**src/rtl/fifo_wr_arbiter_if.sv**
```systemverilog
// fifo_wr_arbiter_if: producer/FIFO write-side bundle shared by the write-port arbiter
// master: producers plus FIFO flags (drive req/req_data/req_last/fifo_*, see gnt and write port)
// slave : arbiter (sees requests and flags, drives gnt, write port and status)
interface fifo_wr_arbiter_if #(
  parameter int FIFO_WIDTH = 16,
  parameter int NUM_REQ = 4
);
  localparam int OW = $clog2(NUM_REQ);
  logic [NUM_REQ-1:0] req;
  logic [NUM_REQ*FIFO_WIDTH-1:0] req_data;
  logic [NUM_REQ-1:0] req_last;
  logic [NUM_REQ-1:0] gnt;
  logic fifo_full;
  logic fifo_almostfull;
  logic fifo_overflow;
  logic fifo_wr_en;
  logic [FIFO_WIDTH-1:0] fifo_data_in;
  logic [OW-1:0] owner;
  logic busy;
  logic err_overflow;
  modport master (
    output req, req_data, req_last, fifo_full, fifo_almostfull, fifo_overflow,
    input gnt, fifo_wr_en, fifo_data_in, owner, busy, err_overflow
  );
  modport slave (
    input req, req_data, req_last, fifo_full, fifo_almostfull, fifo_overflow,
    output gnt, fifo_wr_en, fifo_data_in, owner, busy, err_overflow
  );
endinterface

```
**src/rtl/fifo_wr_arbiter.sv**
```systemverilog
// fifo_wr_arbiter: round-robin burst arbiter sharing one FIFO write port among NUM_REQ producers
// clk/rst: rising-edge clock, synchronous active-high reset
// bus.req/req_data/req_last in, bus.gnt out (combinational accept)
// bus.fifo_full/almostfull/overflow in, bus.fifo_wr_en/fifo_data_in out (registered)
// bus.owner/busy/err_overflow out (status)
module fifo_wr_arbiter #(
  parameter int FIFO_WIDTH = 16,
  parameter int NUM_REQ = 4,
  parameter int MAX_BURST = 8
) (
  input logic clk,
  input logic rst,
  fifo_wr_arbiter_if.slave bus
);
  localparam int OW = $clog2(NUM_REQ);
  localparam logic [0:0] IDLE = 1'b0;
  localparam logic [0:0] BURST = 1'b1;
  logic [0:0] state_q, state_d;
  logic [OW-1:0] owner_q, owner_d, rr_q, rr_d, pick, owner_nxt;
  logic [OW:0] idx;
  logic [7:0] cnt_q, cnt_d;
  logic wr_en_q, wr_en_d, err_q, err_d, acc, done;
  logic [FIFO_WIDTH-1:0] data_q, data_d;
  // lowest offset from rr_q wins: scan offsets high to low so the nearest one is written last
  always_comb begin
    idx = '0;
    pick = '0;
    for (int k = NUM_REQ - 1; k >= 0; k--) begin
      idx = {1'b0, rr_q} + (OW+1)'(k);
      idx = (idx >= (OW+1)'(NUM_REQ)) ? idx - (OW+1)'(NUM_REQ) : idx;
      pick = bus.req[idx[OW-1:0]] ? idx[OW-1:0] : pick;
    end
  end
  // the almostfull term holds off a word that would land in the last slot behind an in-flight write
  always_comb begin
    acc = ~rst & (state_q == BURST) & bus.req[owner_q] & ~bus.fifo_full & ~(bus.fifo_almostfull & wr_en_q);
    done = (state_q == BURST) & (~bus.req[owner_q] | (acc & (bus.req_last[owner_q] | (cnt_q == 8'(MAX_BURST - 1)))));
    owner_nxt = (owner_q == OW'(NUM_REQ - 1)) ? '0 : owner_q + 1'b1;
    state_d = (state_q == IDLE) ? ((|bus.req) ? BURST : IDLE) : (done ? IDLE : BURST);
    owner_d = ((state_q == IDLE) && (|bus.req)) ? pick : owner_q;
    cnt_d = (state_q == IDLE) ? '0 : cnt_q + 8'(acc);
    rr_d = done ? owner_nxt : rr_q;
    wr_en_d = acc;
    data_d = acc ? bus.req_data[owner_q*FIFO_WIDTH +: FIFO_WIDTH] : data_q;
    err_d = err_q | bus.fifo_overflow;
  end
  always_ff @(posedge clk) begin
    if (rst) begin
      state_q <= IDLE;
      owner_q <= '0;
      rr_q <= '0;
      cnt_q <= '0;
      wr_en_q <= 1'b0;
      data_q <= '0;
      err_q <= 1'b0;
    end else begin
      state_q <= state_d;
      owner_q <= owner_d;
      rr_q <= rr_d;
      cnt_q <= cnt_d;
      wr_en_q <= wr_en_d;
      data_q <= data_d;
      err_q <= err_d;
    end
  end
  assign bus.gnt = acc ? (NUM_REQ'(1) << owner_q) : '0;
  assign bus.fifo_wr_en = wr_en_q;
  assign bus.fifo_data_in = data_q;
  assign bus.owner = owner_q;
  assign bus.busy = state_q;
  assign bus.err_overflow = err_q;
endmodule
```
**src/flat_wrapper.sv**
```systemverilog
// flat-port wrapper written by rule: the top's interface ports become plain ports
module fifo_wr_arbiter_flat 
#(
  parameter int FIFO_WIDTH = 16,
  parameter int NUM_REQ = 4,
  parameter int MAX_BURST = 8
)
  (clk, rst, bus_req, bus_req_data, bus_req_last, bus_fifo_full, bus_fifo_almostfull, bus_fifo_overflow, bus_gnt, bus_fifo_wr_en, bus_fifo_data_in, bus_owner, bus_busy, bus_err_overflow);
  fifo_wr_arbiter_if #(.FIFO_WIDTH(FIFO_WIDTH), .NUM_REQ(NUM_REQ)) bus_i ();
  input logic clk;
  input logic rst;
  input wire logic [$bits(bus_i.req)-1:0] bus_req;
  input wire logic [$bits(bus_i.req_data)-1:0] bus_req_data;
  input wire logic [$bits(bus_i.req_last)-1:0] bus_req_last;
  input wire logic [$bits(bus_i.fifo_full)-1:0] bus_fifo_full;
  input wire logic [$bits(bus_i.fifo_almostfull)-1:0] bus_fifo_almostfull;
  input wire logic [$bits(bus_i.fifo_overflow)-1:0] bus_fifo_overflow;
  output wire logic [$bits(bus_i.gnt)-1:0] bus_gnt;
  output wire logic [$bits(bus_i.fifo_wr_en)-1:0] bus_fifo_wr_en;
  output wire logic [$bits(bus_i.fifo_data_in)-1:0] bus_fifo_data_in;
  output wire logic [$bits(bus_i.owner)-1:0] bus_owner;
  output wire logic [$bits(bus_i.busy)-1:0] bus_busy;
  output wire logic [$bits(bus_i.err_overflow)-1:0] bus_err_overflow;
  assign bus_i.req = bus_req;
  assign bus_i.req_data = bus_req_data;
  assign bus_i.req_last = bus_req_last;
  assign bus_i.fifo_full = bus_fifo_full;
  assign bus_i.fifo_almostfull = bus_fifo_almostfull;
  assign bus_i.fifo_overflow = bus_fifo_overflow;
  assign bus_gnt = bus_i.gnt;
  assign bus_fifo_wr_en = bus_i.fifo_wr_en;
  assign bus_fifo_data_in = bus_i.fifo_data_in;
  assign bus_owner = bus_i.owner;
  assign bus_busy = bus_i.busy;
  assign bus_err_overflow = bus_i.err_overflow;
  fifo_wr_arbiter #(.FIFO_WIDTH(FIFO_WIDTH), .NUM_REQ(NUM_REQ), .MAX_BURST(MAX_BURST)) u_core (.clk(clk), .rst(rst), .bus(bus_i));
endmodule
```
**config.mk**
```make
export PLATFORM = sky130hd
export DESIGN_NAME = fifo_wr_arbiter_flat
export DESIGN_NICKNAME = d
export VERILOG_FILES = /design/src/rtl/fifo_wr_arbiter_if.sv /design/src/rtl/fifo_wr_arbiter.sv /design/src/flat_wrapper.sv
export SDC_FILE = /design/constraint.sdc
export NUM_CORES = 1
export LEC_CHECK = 0
export CORE_ASPECT_RATIO = 0.6
export CORE_MARGIN = 2
export CORE_UTILIZATION = 25
export DETAILED_ROUTE_END_ITERATION = 12
export HOLD_SLACK_MARGIN = 0.1
export SKIP_LAST_GASP = 1
export SYNTH_ARGS = -nofsm -noshare
export SYNTH_HDL_FRONTEND = slang
export SYNTH_SLANG_ARGS = --single-unit
```
**constraint.sdc**
```tcl
create_clock -name clk -period 2.3 [get_ports clk]
set_clock_uncertainty 0.1 [all_clocks]
set_input_delay 0.575 -clock clk [delete_from_list [all_inputs] [get_ports clk]]
set_output_delay 0.575 -clock clk [all_outputs]
set_load 0.005 [all_outputs]
```
; Yosys cells after proc, flatten, opt, wreduce, memory -nomap -nowiden
; Cells that the tools add are included.
[word_totals]
output_inout_bits = 25
wordCells = 72
input_bits = 77
register_bits = 31
[op_classes]
bitwise_logic = 15
n_shift = 2
n_eq_ne = 2
order_cmp = 9
reduce_logical = 3
mux = 25
n_addsub = 9
[op_table]
columns = operator, count
row1 = 64-bit by 7-bit variable part select with 16-bit output, 1
row2 = 2-bit 2-to-1 mux, 9
row3 = "2-bit by 3-bit less-than comparator with 1-bit output, second input constant", 5
row4 = 1-bit binary-select mux with 2-bit select, 6
row5 = "3-bit greater-or-equal comparator, second input constant", 3
row6 = 1-bit 2-to-1 mux, 9
row7 = 8-bit by 1-bit adder with 8-bit output, 1
row8 = "8-bit by 3-bit == test with 1-bit output, second input constant", 1
row9 = "2-bit by 1-bit subtractor with 2-bit output, second input constant", 4
row10 = 1-bit bitwise AND, 7
row11 = "2-bit by 2-bit adder with 3-bit output, second input constant", 2
row12 = 1-bit NOT, 5
row13 = 4-bit 2-to-1 mux, 1
row14 = 4-bit OR reduction, 1
row15 = "1-bit by 2-bit << shifter with 4-bit output, first input constant", 1
row16 = "2-bit by 1-bit adder with 3-bit output, second input constant", 1
row17 = "2-bit by 3-bit greater-or-equal comparator with 1-bit output, second input constant", 1
row18 = 1-bit OR, 3
row19 = "2-bit by 1-bit adder with 2-bit output, second input constant", 1
row20 = "2-bit == test, second input constant", 1
row21 = 2-bit OR reduction, 1
row22 = 1-bit logical AND, 1

; Longest topological paths before layout
[logic_depth]
ltp_word = 10
ltp_mapped = 10
mapped_depth_nobuf = 8

; Least setup slack after synthesis
; Ideal clock, no wire load.
[synth_path]
path_type = input-to-reg
start = input bus_req[3]
end = register u_core.cnt_q[7]
path_stages = 9
n_path_buf = 1
setup_ps = 120
path_slack_ps = -26
arrival_ps = 2107
required_time_ps = 2080
path_cell_list = mux4_2 > nand4b_4 > inv_2 > buf_4 > ha_1 > and3_1 > nand3_1 > xor2_1 > nor2_1
[synth_between]
elab_chain_cells = 6
[synth_lines]
columns = element, line_no
row1 = start: declaration, flat_wrapper.sv:12  ; input wire logic [$bits(bus_i.req)-1:0] bus_req;
row2 = 1-bit binary-select mux with 2-bit select, fifo_wr_arbiter.sv:36  ; acc = ~rst & (state_q == BURST) & bus.req[owner_q] & ~bus.fifo_full & ~(bus.fifo_almostfull & wr_en_q);
row3 = 1-bit 2-to-1 mux (not written as such), fifo_wr_arbiter.sv:36
row4 = 1-bit bitwise AND (3 in a row), fifo_wr_arbiter.sv:36
row5 = named net u_core.acc, fifo_wr_arbiter.sv:22  ; logic wr_en_q, wr_en_d, err_q, err_d, acc, done;
row6 = 8-bit by 1-bit adder with 8-bit output, fifo_wr_arbiter.sv:41  ; cnt_d = (state_q == IDLE) ? '0 : cnt_q + 8'(acc);
row7 = end signal: assignment, fifo_wr_arbiter.sv:60  ; cnt_q <= cnt_d;
row8 = end: declaration, fifo_wr_arbiter.sv:21  ; logic [7:0] cnt_q, cnt_d;
; The timed path passes the listed nets, and every way through them passes these cells. The select of a mux whose other input is x is not followed.
; A chain may end at the register's enable or synchronous reset.

; Worst setup path after layout
[layout_path]
start = input bus_req[3]
end = output bus_gnt[0]
[layout_between]
elab_chain_cells = 6
[layout_lines]
columns = element, line_no
row1 = 1-bit binary-select mux with 2-bit select, fifo_wr_arbiter.sv:36
row2 = 1-bit 2-to-1 mux (not written as such), fifo_wr_arbiter.sv:36
row3 = 1-bit bitwise AND (3 in a row), fifo_wr_arbiter.sv:36
row4 = 4-bit 2-to-1 mux, fifo_wr_arbiter.sv:66  ; assign bus.gnt = acc ? (NUM_REQ'(1) << owner_q) : '0;
row5 = end: declaration, flat_wrapper.sv:18  ; output wire logic [$bits(bus_i.gnt)-1:0] bus_gnt;
; Every way passes these cells. The select of a mux whose other input is x is not followed.

==> metrics <==
worst-skew pair later-pin latency=roughly 0.27 ns; synthesis-stage register bit count=31; H-Tree Depth=2; post-detail-place hpwl=about 4.0 mm; sequential-to-total area share from yosys stat=a little over a third; Cells after Synth=~180; Die Height=69.3 µm; CP max stage delay=just over 0.5 ns; CTS tree=built; outcome=complete, no violations; startpoint types=primary input; Setup-failing EPs final=0; Placer Congestion=just over 0.7; Syn. warnings=0; core area=between 6000 and 7000 µm²; Worst-Margin Slew=roughly 0.33 ns; Starting Density=a little over a quarter; total power=approximately 1.8 mW; number of CTS-inserted buffers=5; Buf+Inv Stages, Crit Path=3; commonest non-fill, non-tap cells in the layout=92 x clkdlybuf4s50_1, 33 x nand2_1, 30 x dfxtp_1; antenna cells=0; first-pass GRT wire length=between 8 and 9 mm; Final Slew Violations=0; IO Port Bufs=101; Max-slew headroom=between 70% and 80%; maximum fanout along the worst path=5; Netlist cell types=32; Synth Net Count=between 200 and 300; drt first-iter violations=55; syn avg cell area=between 9 and 10 µm²; slowest stage cell, crit path=mux4_2; Die X=approximately 110 µm; commonest non-fill, non-tap cell in the layout=clkdlybuf4s50_1; num rows=23; Final Net Count=approximately 380; share of power burned in registers=31.6%; root buf cell=clkbuf_16; cts hold-fix bufs=0; Cell Area, Placed=2980 µm²; switching share of power=between 20% and 30%; Max-cap violations=0; Ports=102; initial antenna violation count=0; Worst IR Drop VDD=approximately 0.00027 V; DRT Wirelength=between 5 and 6 mm; DRC violations left=0; P_leak=about 1.2 nW; Fillers=around 640; Multi-input gate area=1090 µm²; Critical Path Most Common Cell=buf_6; internal power=1.43 mW; unrepaired setup endpoints after global routing=yes; synthesized cell area=around 1800 µm²; sw power=0.367 mW; Storage cell area=roughly 620 µm²; Post-Layout Cell Count=383; vias per cell=between 4 and 5; antenna viol nets, final=0; clock share of power=a little under half; post-route design area=about 3200 µm²; Fin Hold WS=between 0.3 and 0.4 ns; placed cell count=roughly 370; Hold Crit Class=register to register; Max clock buf depth=2; routed len/inst=13.2 µm; PD cells=561 nW/µm²; largest net degree at the start of global routing=26; share of layout cells above drive strength 1=a little over a fifth; final hold vios=0; combinational share of power=about a fifth; vias in the first global route=~1.9k; clk sinks=31; router iterations before antenna repair=4; final core occ=between 40 and 50%; Fmax=approximately 440 MHz; die area=between 7000 and 8000 µm²; Worst EP required=~1.6 ns; post-layout min period=between 2 and 2.5 ns; crit-path cells=buf_6, mux4_2, nand4b_4, inv_4, and2_4, buf_6; Tot GR Track Use=between 10% and 20%; Synth-to-Final Area Change=80.7%; period utilisation layout=99.6%; CP Class=primary input to primary output; crit-path leading delay family=multiplexers; WP data arrival=1.61 ns; vias=1719; grt ovf=0; Clock transition at path regs=0.05 ns; crit end category=primary output
metrics by stage:
stage | setup slack [ns] | setup TNS (ns)
5_1_grt | -0.0300 | -0.0799
2_1_floorplan | -0.00210 | -0.00353
3_3_place_gp | -0.674 | -6.24
3_5_place_dp | -0.687 | -6.58
4_1_cts | 0.00143 | 0
6_report | 0.0103 | 0
final timing paths:
kind	start	endpoint	slack, ns	cells after the start
max	bus_req[3]	bus_gnt[0]	0.01	6
min	u_core.bus.fifo_data_in[6]	u_core.bus.fifo_data_in[6]	0.35	2
max reg2reg	u_core.bus.owner[0]	u_core.cnt_q[7]	0.15	9
min reg2reg	u_core.bus.fifo_data_in[6]	u_core.bus.fifo_data_in[6]	0.35	2
Yosys cell counts:
library cell | number | area [µm²]
a2111o_1 | 1 | 11.3
a211oi_1 | 1 | 7.51
a21o_1 | 1 | 7.51
a21oi_1 | 20 | 100
a21oi_2 | 1 | 8.76
and2_1 | 6 | 37.5
and2b_1 | 1 | 7.51
and3_1 | 2 | 12.5
and4b_1 | 1 | 10.0
buf_4 | 6 | 45.0
clkbuf_1 | 4 | 15.0
dfxtp_1 | 31 | 621
ha_1 | 6 | 75.1
inv_1 | 6 | 22.5
inv_2 | 1 | 3.75
mux2_1 | 1 | 11.3
mux2i_1 | 1 | 10.0
mux4_2 | 18 | 405
nand2_1 | 34 | 128
nand2b_1 | 5 | 31.3
nand3_1 | 4 | 20.0
nand4b_4 | 1 | 23.8
nor2_1 | 10 | 37.5
nor2b_1 | 2 | 12.5
nor3_1 | 1 | 5.00
nor4_1 | 2 | 12.5
o21ai_0 | 2 | 10.0
o221ai_1 | 1 | 8.76
o22ai_1 | 1 | 6.26
o32ai_2 | 1 | 16.3
xnor2_1 | 2 | 17.5
xor2_1 | 4 | 35.0
power groups by stage:
stage          Sequential [mW]  Clock, mW  Combinational [mW]
2_1_floorplan            0.583          0               0.163
3_3_place_gp             0.578          0               0.378
3_5_place_dp             0.579          0               0.379
4_1_cts                  0.567      0.876               0.378
5_1_grt                  0.570      0.903               0.416
6_report                 0.568      0.852               0.380
flip-flops by register name, indices dropped and copies added (netlist names):
signal                   cells
u_core.rr_q                  2
u_core.bus.owner             2
u_core.bus.fifo_data_in     16
u_core.bus.err_overflow      1
u_core.cnt_q                 8
u_core.bus.busy              1
u_core.bus.fifo_wr_en        1
what timing repair did:
action	4_1_cts	5_1_grt
setup buffers	2	0
pin swaps	5	2
resized for setup	40	11
endpoints found under the setup margin	11	9
worst register-to-register path, stage by stage (launching register included):
cell      delay, ns
dfxtp_2        0.34
mux4_2         0.55
nand4b_4       0.12
inv_4          0.06
buf_6          0.16
ha_1           0.23
and3_4         0.19
nand3_1        0.10
xor2_1         0.14
nor2_1         0.05
layout make-up:
type	instances	area share, %
Timing Repair Buffer	120	36.5
Multi-Input combinational cell	130	34.0
Sequential cell	31	19.4
Clock buffer	6	4.02
Tap cell	87	3.39
Clock inverter	2	1.87
Inverter	7	0.897
metal layers:
metal  GRT usage (%)  vias up  share of wire, %
li1                -      867                 -
met3            5.33        5               9.2
met2            21.4       62                41
met1            18.9      785                48
met4            5.28        0               1.4
met5               0        -                 0
kinds of logic (layout without fill, tap and decap cells):
logic type	count (synthesis)	after routing	share of synthesized area, %
mux	20	20	24.0
buf+inv	17	135	4.86
xor+xnor	6	6	2.96
compound gates	29	29	9.94
simple gates	69	69	19.0
fa+ha+maj	6	6	4.23
flops	31	31	35.0
Power figures use the tool's default switching activity.
